==> src/rtl/dac_pkg.sv <==
// rtl/dac_pkg.sv - shared state encoding and frame geometry for the DAC SPI driver
package dac_pkg;

  localparam int FRAME_BITS = 16;
  localparam int DATA_W     = 14;

  typedef enum logic [1:0] {
    IDLE    = 2'b00,
    SHIFT   = 2'b01,
    HOLD    = 2'b10,
    RECOVER = 2'b11
  } state_t;

endpackage

==> src/rtl/sclk_tick_gen.sv <==
// rtl/sclk_tick_gen.sv - half-period tick generator for SCLK, cleared whenever disabled
module sclk_tick_gen #(
  parameter int CLK_DIV = 4
) (
  input  logic clk,
  input  logic reset,
  input  logic enable,
  output logic tick
);

  logic [7:0] count;

  assign tick = enable && (count == 8'(CLK_DIV - 1));

  // Holding the count at zero while disabled guarantees a full first half-period.
  always_ff @(posedge clk) begin
    if (reset || !enable) begin
      count <= '0;
    end else if (tick) begin
      count <= '0;
    end else begin
      count <= count + 8'd1;
    end
  end

endmodule

==> src/rtl/dac_spi_driver.sv <==
// rtl/dac_spi_driver.sv - 16-bit SPI mode-0 frame driver for a 14-bit DAC with one-deep pending buffer
module dac_spi_driver
  import dac_pkg::*;
#(
  parameter int         CLK_DIV        = 4,
  parameter int         CS_IDLE_CYCLES = 4,
  parameter logic [1:0] CTRL_BITS      = 2'b00
) (
  input  logic              clk_i,
  input  logic              reset_i,
  input  logic [DATA_W-1:0] dac_data_i,
  input  logic              dac_data_rdy_i,
  output logic              nCS_o,
  output logic              sclk_o,
  output logic              sdo_o,
  output logic              busy_o,
  output logic              frame_done_o,
  output logic              overrun_o
);

  state_t                state, state_n;
  logic [FRAME_BITS-1:0] shreg, shreg_n;
  logic [3:0]            bit_cnt, bit_cnt_n;
  logic                  sclk, sclk_n;
  logic [7:0]            hold_cnt, hold_cnt_n;
  logic [DATA_W-1:0]     pend_data, pend_data_n;
  logic                  pend_valid, pend_valid_n;
  logic                  frame_done, frame_done_n;
  logic                  overrun, overrun_n;
  logic                  tick;
  logic                  launch_pend;

  sclk_tick_gen #(
    .CLK_DIV(CLK_DIV)
  ) u_tick (
    .clk    (clk_i),
    .reset  (reset_i),
    .enable (state == SHIFT),
    .tick   (tick)
  );

  always_ff @(posedge clk_i) begin
    if (reset_i) begin
      state      <= IDLE;
      shreg      <= '0;
      bit_cnt    <= '0;
      sclk       <= 1'b0;
      hold_cnt   <= '0;
      pend_data  <= '0;
      pend_valid <= 1'b0;
      frame_done <= 1'b0;
      overrun    <= 1'b0;
    end else begin
      state      <= state_n;
      shreg      <= shreg_n;
      bit_cnt    <= bit_cnt_n;
      sclk       <= sclk_n;
      hold_cnt   <= hold_cnt_n;
      pend_data  <= pend_data_n;
      pend_valid <= pend_valid_n;
      frame_done <= frame_done_n;
      overrun    <= overrun_n;
    end
  end

  always_comb begin
    state_n      = state;
    shreg_n      = shreg;
    bit_cnt_n    = bit_cnt;
    sclk_n       = sclk;
    hold_cnt_n   = hold_cnt;
    pend_data_n  = pend_data;
    pend_valid_n = pend_valid;
    frame_done_n = 1'b0;
    overrun_n    = 1'b0;
    launch_pend  = 1'b0;

    case (state)
      IDLE: begin
        if (pend_valid) begin
          launch_pend  = 1'b1;
          state_n      = SHIFT;
          shreg_n      = {CTRL_BITS, pend_data};
          pend_valid_n = 1'b0;
        end else if (dac_data_rdy_i) begin
          state_n = SHIFT;
          shreg_n = {CTRL_BITS, dac_data_i};
        end
        bit_cnt_n = '0;
        sclk_n    = 1'b0;
      end

      SHIFT: begin
        if (tick) begin
          sclk_n = !sclk;
          // A tick while SCLK is high is the falling edge that closes a bit period.
          if (sclk) begin
            if (bit_cnt == 4'(FRAME_BITS - 1)) begin
              state_n      = HOLD;
              hold_cnt_n   = '0;
              bit_cnt_n    = '0;
              frame_done_n = 1'b1;
            end else begin
              shreg_n   = {shreg[FRAME_BITS-2:0], 1'b0};
              bit_cnt_n = bit_cnt + 4'd1;
            end
          end
        end
      end

      HOLD: begin
        if (hold_cnt == 8'(CS_IDLE_CYCLES - 1)) begin
          if (pend_valid) begin
            launch_pend  = 1'b1;
            state_n      = SHIFT;
            shreg_n      = {CTRL_BITS, pend_data};
            pend_valid_n = 1'b0;
            bit_cnt_n    = '0;
            sclk_n       = 1'b0;
          end else begin
            state_n = IDLE;
          end
        end else begin
          hold_cnt_n = hold_cnt + 8'd1;
        end
      end

      default: begin
        state_n      = IDLE;
        shreg_n      = '0;
        bit_cnt_n    = '0;
        sclk_n       = 1'b0;
        hold_cnt_n   = '0;
        pend_data_n  = '0;
        pend_valid_n = 1'b0;
      end
    endcase

    // A strobe that coincides with the pending sample launching refills the buffer without loss.
    if (dac_data_rdy_i && (state == SHIFT || state == HOLD || (state == IDLE && pend_valid))) begin
      pend_data_n  = dac_data_i;
      pend_valid_n = 1'b1;
      overrun_n    = pend_valid && !launch_pend;
    end
  end

  assign nCS_o        = (state != SHIFT);
  assign sclk_o       = (state == SHIFT) && sclk;
  assign sdo_o        = (state == SHIFT) && shreg[FRAME_BITS-1];
  assign busy_o       = (state == SHIFT) || (state == HOLD);
  assign frame_done_o = frame_done;
  assign overrun_o    = overrun;

endmodule

==> config.mk <==
export PLATFORM = sky130hd
export DESIGN_NAME = dac_spi_driver
export DESIGN_NICKNAME = d
export VERILOG_FILES = /design/src/rtl/dac_pkg.sv /design/src/rtl/sclk_tick_gen.sv /design/src/rtl/dac_spi_driver.sv
export SDC_FILE = /design/constraint.sdc
export NUM_CORES = 1
export LEC_CHECK = 0
export CORE_AREA = 2 2 103 105
export DETAILED_ROUTE_END_ITERATION = 8
export DIE_AREA = 0 0 105 107
export GPL_ROUTABILITY_DRIVEN = 0
export GPL_TIMING_DRIVEN = 0
export HOLD_SLACK_MARGIN = 0.1
export PLACE_DENSITY = 0.44
export RECOVER_POWER = 100
export SLEW_MARGIN = 20
export SYNTH_ARGS = -nofsm -noshare
export SYNTH_HDL_FRONTEND = slang
export SYNTH_SLANG_ARGS = --single-unit
==> constraint.sdc <==
create_clock -name clk_i -period 1.8 [get_ports clk_i]
set_input_delay 0.36 -clock clk_i [delete_from_list [all_inputs] [get_ports clk_i]]
set_output_delay 0.36 -clock clk_i [all_outputs]
set_load 0.02 [all_outputs]
Word-level counts from Yosys, hierarchy flattened
Cells that the tools add are included.
{ "word_totals": {"ff_bits": 56, "elab_cells": 98, "in_bits": 17, "output_inout_bits": 6} }
{ "op_classes": {"reduce_logical": 23, "eq_ne": 17, "bitwise": 5, "mux": 40, "add_sub_neg": 3} }
{ "op_table": {"columns": ["op", "count"], "rows": [
  ["$mux W16", 7],
  ["$pmux W16 S3", 1],
  ["$mux W8", 4],
  ["$mux W14", 2],
  ["$pmux W8 S3", 1],
  ["$mux W4", 5],
  ["$add A8 B1 Y8 const B", 2],
  ["$eq A8 B2 Y1 const B", 2],
  ["$ne A2 B2 Y1 const B", 8],
  ["$mux W2", 6],
  ["$reduce_and A5 Y1", 2],
  ["$mux W1", 9],
  ["$pmux W4 S2", 1],
  ["$logic_and A1 B1 Y1", 6],
  ["$pmux W1 S2", 3],
  ["$pmux W2 S3", 1],
  ["$reduce_and A6 Y1", 1],
  ["$not A1 Y1", 5],
  ["$add A4 B1 Y4 const B", 1],
  ["$eq A4 B4 Y1 const B", 1],
  ["$ne A2 B1 Y1 const B", 2],
  ["$reduce_and A4 Y1", 1],
  ["$reduce_or A2 Y1", 2],
  ["$reduce_or A4 Y1", 1],
  ["other kinds (10)", 14]
]} }

Logic depth before layout (Yosys ltp)
{ "depth": {"depth_word": 6, "ltp_mapped": 8, "ltp_nobuf": 6} }

Hierarchy
From an unflattened synthesis, not the netlist that was laid out.
{ "hier_totals": {"hier_cells": 301, "hier_area_um2": 2711.4} }
{ "modules_own_cells": {"columns": ["mod", "instances", "cells_per_inst", "area_each_um2", "seq_area_each_um2"], "rows": [
  ["dac_spi_driver", 1, 262, 2344.7, 960.9],
  ["sclk_tick_gen", 1, 39, 366.6, 160.2]
]} }

Least setup slack after synthesis
No wires, ideal clock.
{ "synth_path": {"kind": "reg2reg", "from": "reg state[0]", "to": "reg pend_data[10]", "slack_ns": -0.179, "stages_incl_launch_ff": 7, "t_required_ns": 1.740, "n_path_buf": 1, "arrival_time_ns": 1.919, "setup_ns": 0.060, "period_less_slack_ns": 1.979, "path_cell_list": "dfxtp_1 > inv_1 > ha_1 > a21o_1 > a211oi_1 > clkbuf_1 > a22o_1"} }
{ "synth_via": {"elab_chain_cells": 5, "word_cells_on_any_way": 10, "classes_between": "3 x eq/ne; 1 x mux; 6 x reduce/logical"} }
{ "synth_rtl": {"columns": ["item", "line_no", "rtl"], "rows": [
  ["from (decl)", "dac_spi_driver.sv:21", "state_t state, state_n;"],
  ["from (signal assigned)", "dac_spi_driver.sv:54", "state <= state_n;"],
  ["$eq A2 B1 Y1 / $eq A2 B2 Y1 (equally long branches)", null, null],
  ["$logic_or A1 B1 Y1 *", null, null],
  ["net busy_o", "dac_spi_driver.sv:16", "output logic busy_o,"],
  ["$logic_or A1 B1 Y1 *", "dac_spi_driver.sv:140", "if (dac_data_rdy_i && (state == SHIFT || state == HOLD || (state == IDLE && pend_valid))) begin"],
  ["$logic_and A1 B1 Y1 *", "dac_spi_driver.sv:140", null],
  ["$ne A2 B1 Y1 (no line) / $mux W14 (equally long branches)", null, null],
  ["to (signal assigned)", "dac_spi_driver.sv:59", "pend_data <= pend_data_n;"],
  ["to (decl)", "dac_spi_driver.sv:26", "logic [DATA_W-1:0] pend_data, pend_data_n;"]
]} }
Mark *: on every way through the listed nets, which the timed path passes. The rest lies on a longest branch.
A chain may end at the register's enable or synchronous reset.

Worst setup path in the final report
{ "layout_path": {"from": "reg u_tick.count[4]", "to": "reg shreg[0]"} }
{ "layout_via": {"elab_chain_cells": 4} }
{ "layout_rtl": {"columns": ["item", "line_no", "rtl"], "rows": [
  ["from (decl)", "sclk_tick_gen.sv:11", "logic [7:0] count;"],
  ["from (signal assigned)", "sclk_tick_gen.sv:22", "count <= count + 8'd1;"],
  ["$eq A8 B2 Y1", "sclk_tick_gen.sv:13", "assign tick = enable && (count == 8'(CLK_DIV - 1));"],
  ["$logic_and A1 B1 Y1", "sclk_tick_gen.sv:13", null],
  ["$ne A2 B2 Y1 (no line)", null, null],
  ["$reduce_and A6 Y1 (no line)", null, null],
  ["to (signal assigned)", "dac_spi_driver.sv:55", "shreg <= shreg_n;"],
  ["to (decl)", "dac_spi_driver.sv:22", "logic [FRAME_BITS-1:0] shreg, shreg_n;"]
]} }
Every way passes these cells.

==> reports/qor.txt <==
Main synth FF type - dfxtp_1
complex-gate fraction of the synthesized area - 22.2%
worst min-delay path class - flop to flop
ys async rst share - 0%
synthesized instance count - 295
Area Growth Syn to Fin - 42.9%
PD cells - 1330 mW/mm²
Worst-Margin Slew - 0.513 ns
Worst-path clk slew - 0.11 ns
number of antenna violations at the first check in global routing - 0
Rows - 37
first drt pass iteration count - 5
Leakage - 1.50 nW
Post-synth top cells - dfxtp_1, nor2_1, clkbuf_1, nor2b_1, nor3_1
Synth top area share - 40.2%
RSZ-0062 raised after global routing - true
post-route ant nets - 0
r2r startpoint - u_tick.count[4]$_SDFF_PP0_
Std-Cell Core Area - 0.0101 mm²
largest net degree at the start of global routing - 18
Die Y - 107 µm
maximum VDD drop - 0.481 mV
overall power - 5.29 mW
initial DRC count - 88
dpl cells - 453
violated checks - setup timing
fin nets - 381
post-synthesis adder-cell area fraction - 3.59%
Final Hold Viols - 0
first-pass GRT wire length - 12.9 mm
xor-xnor portion of the synthesized cell area - 1.88%
Worst-Skew Late Latency - 0.32 ns
Max-slew headroom - 65.8%
post-synthesis mux area share - 7.44%
Root Buffer - clkbuf_8
grt ovf - 0
register area share after synthesis - 40.2%
HP Start - u_tick.count[0]$_SDFF_PP0_
Reg2Reg Setup Slack - -0.08 ns
crit path DAT - 2.09 ns
share of cells above drive strength 1 - 35.3%
I/O pin count - 23
Die W - 105 µm
Routed WL - 7.85 mm
count of final setup violators - 16
Synth Area in Simple Gates - 20.6%
Hold Path Cell Cnt - 1
H-tree Lvls - 2
clock buffer depth - 2
Synth Warn # - 0
post-DP HPWL - 5.01 mm
Final Non-Filler Cells - 493
Avg WL per Cell - 15.9 µm
largest area contributor in the netlist - dfxtp_1
Tot GR Track Use - 14.1%
min Tclk post-route - 1.88 ns
vias in the first global route - 2463
crit share post-route - 105%
Avg Cell Area, Syn - 9.46 µm²
Synth area leaders - dfxtp_1, a222oi_1, a22o_1
Max Slew Vio Count - 0
die area - 0.0112 mm²
syn_nets - 320
TritonCTS clock tree - built
Max Fanout on Critical Path - 10
count leader, synth - dfxtp_1
Setup Skew - 0.0142 ns
Vias - 2490
Syn Std Cell Area - 0.00279 mm²
starting density of the core - 27.7%
synth unique cells - 54
worst setup margin - -0.0819 ns
Post-synth EDFFs - 0
max-cap violations - 0
#FFs+latches synth - 56
DR vias/cell - 5.05
r2r worst-path depth - 5
Endpoint, Worst Hold - u_tick.count[0]$_SDFF_PP0_
CTS Buf Count - 5
# port buffers - 22
CP Launch Type - flop
clock sinks - 56
DR DRC count - 0
reg2reg end - shreg[0]$_SDFFE_PP0P_
Crit. End Element - flop
achievable frequency - 531 MHz
# diodes - 0
WP data required - 2.01 ns
status - complete, but fails checks
WS Path Type - flop to flop
largest family of logic cells by synthesized area - compound AO/OA/AOI/OAI gates
[where the power goes]
part           internal (mW)  switching, mW
Clock                  0.317          0.441
Combinational           1.53           1.37
Sequential              1.48          0.146
[final cells by class]
class                   instances  area (µm²)
plain buffers                  15         164
repair buffers                 59         520
multi-input cells             211        1850
clock inverters                 2        13.8
inverters                       8        35.0
clock buffers                   6        82.6
fillers                      1065        6100
flip-flops and latches         56        1150
well taps                     136         170
[timing repair]
action                     4_1_cts  5_1_grt
hold endpoints to repair         0        0
setup endpoints to repair       54       41
gates resized for setup         93       36
buffers inserted                21       14
pin swaps                       11       16
hold buffers                     0        0
cloned                           0        2
[worst max-delay path, stage by stage, from the launching register on]
cell and delay (ns):
dfxtp_4 0.36, or4_4 0.55, o31ai_4 0.23, nand3_4 0.16
buf_12 0.18, mux2_4 0.29
[metrics by stage]
step	setup slack [ns]	cell area [µm²]	utilization [%]	setup TNS, ns	hold WS (ns)
after floorplan	0.000920	2820	-	0	0.433
after global placement	-0.753	3210	31.8	-25.59	0.446
after detailed placement	-0.769	3210	31.8	-26.94	0.456
after CTS	-0.0831	3750	37.2	-0.897	0.464
after global routing	-0.127	3990	39.5	-2.27	0.480
final	-0.0819	3990	39.5	-0.841	0.459
[kinds of logic after synthesis]
kind of cell,after synthesis
multiplexers,16
adder cells (fa/ha/maj),8
flip-flops,56
AND/OR/NAND/NOR,101
AO/OA/AOI/OAI,80
XOR/XNOR,6
buffers and inverters,28
[how the worst max path moves through the flow]
stage / start / endpoint / slack (ns) / cells past startpoint
6_report: u_tick.count[4]$_SDFF_PP0_ / shreg[0]$_SDFFE_PP0P_ / -0.08 / 5
5_1_grt: u_tick.count[4]$_SDFF_PP0_ / shreg[0]$_SDFFE_PP0P_ / -0.13 / 5
4_1_cts: state[0]$_SDFFE_PP0P_ / shreg[5]$_SDFFE_PP0P_ / -0.08 / 8
3_5_place_dp: reset_i / state[1]$_SDFFE_PP0P_ / -0.77 / 5
3_3_place_gp: reset_i / state[1]$_SDFFE_PP0P_ / -0.75 / 5
2_1_floorplan: state[0]$_SDFFE_PP0P_ / shreg[0]$_SDFFE_PP0P_ / 0.0009 / 8
[metal layers]
| layer | part of all wire (%) | track usage, % | up-vias |
|---|---|---|---|
| li1 | - | - | 1244 |
| met1 | 48 | 19.4 | 1213 |
| met2 | 49 | 23.6 | 27 |
| met3 | 2.4 | 2.07 | 6 |
| met4 | 0.80 | 2.86 | 0 |
| met5 | 0 | 0 | - |
[registers in the layout, summed over array words and instances, names as in the netlist]
signal / cells
bit_cnt: 4
pend_data: 14
pend_valid: 1
shreg: 16
sclk: 1
frame_done_o: 1
overrun_o: 1
state: 2
hold_cnt: 8
u_tick.count: 8
[placed cells by master (no fill, tap or decap), types with 4 or more instances in the layout]
master / Yosys / layout
ha_4: 0 / 4
xor2_1: 5 / 5
nand2_1: 10 / 9
clkbuf_8: 0 / 8
mux2_4: 8 / 9
buf_4: 0 / 28
buf_6: 1 / 8
clkdlybuf4s50_1: 0 / 16
nor2b_1: 16 / 15
dfxtp_2: 0 / 7
o21ai_0: 8 / 6
dfxtp_4: 0 / 5
a222oi_1: 13 / 13
a21oi_1: 15 / 15
a22o_1: 14 / 14
nor2_1: 17 / 17
mux2_2: 6 / 5
nand4_1: 4 / 4
and3_1: 6 / 4
nand3_1: 10 / 10
dfxtp_1: 56 / 44
clkbuf_2: 0 / 4
nor3_1: 16 / 16
inv_1: 7 / 4
No activity file was read; power rests on OpenSTA's default activity.
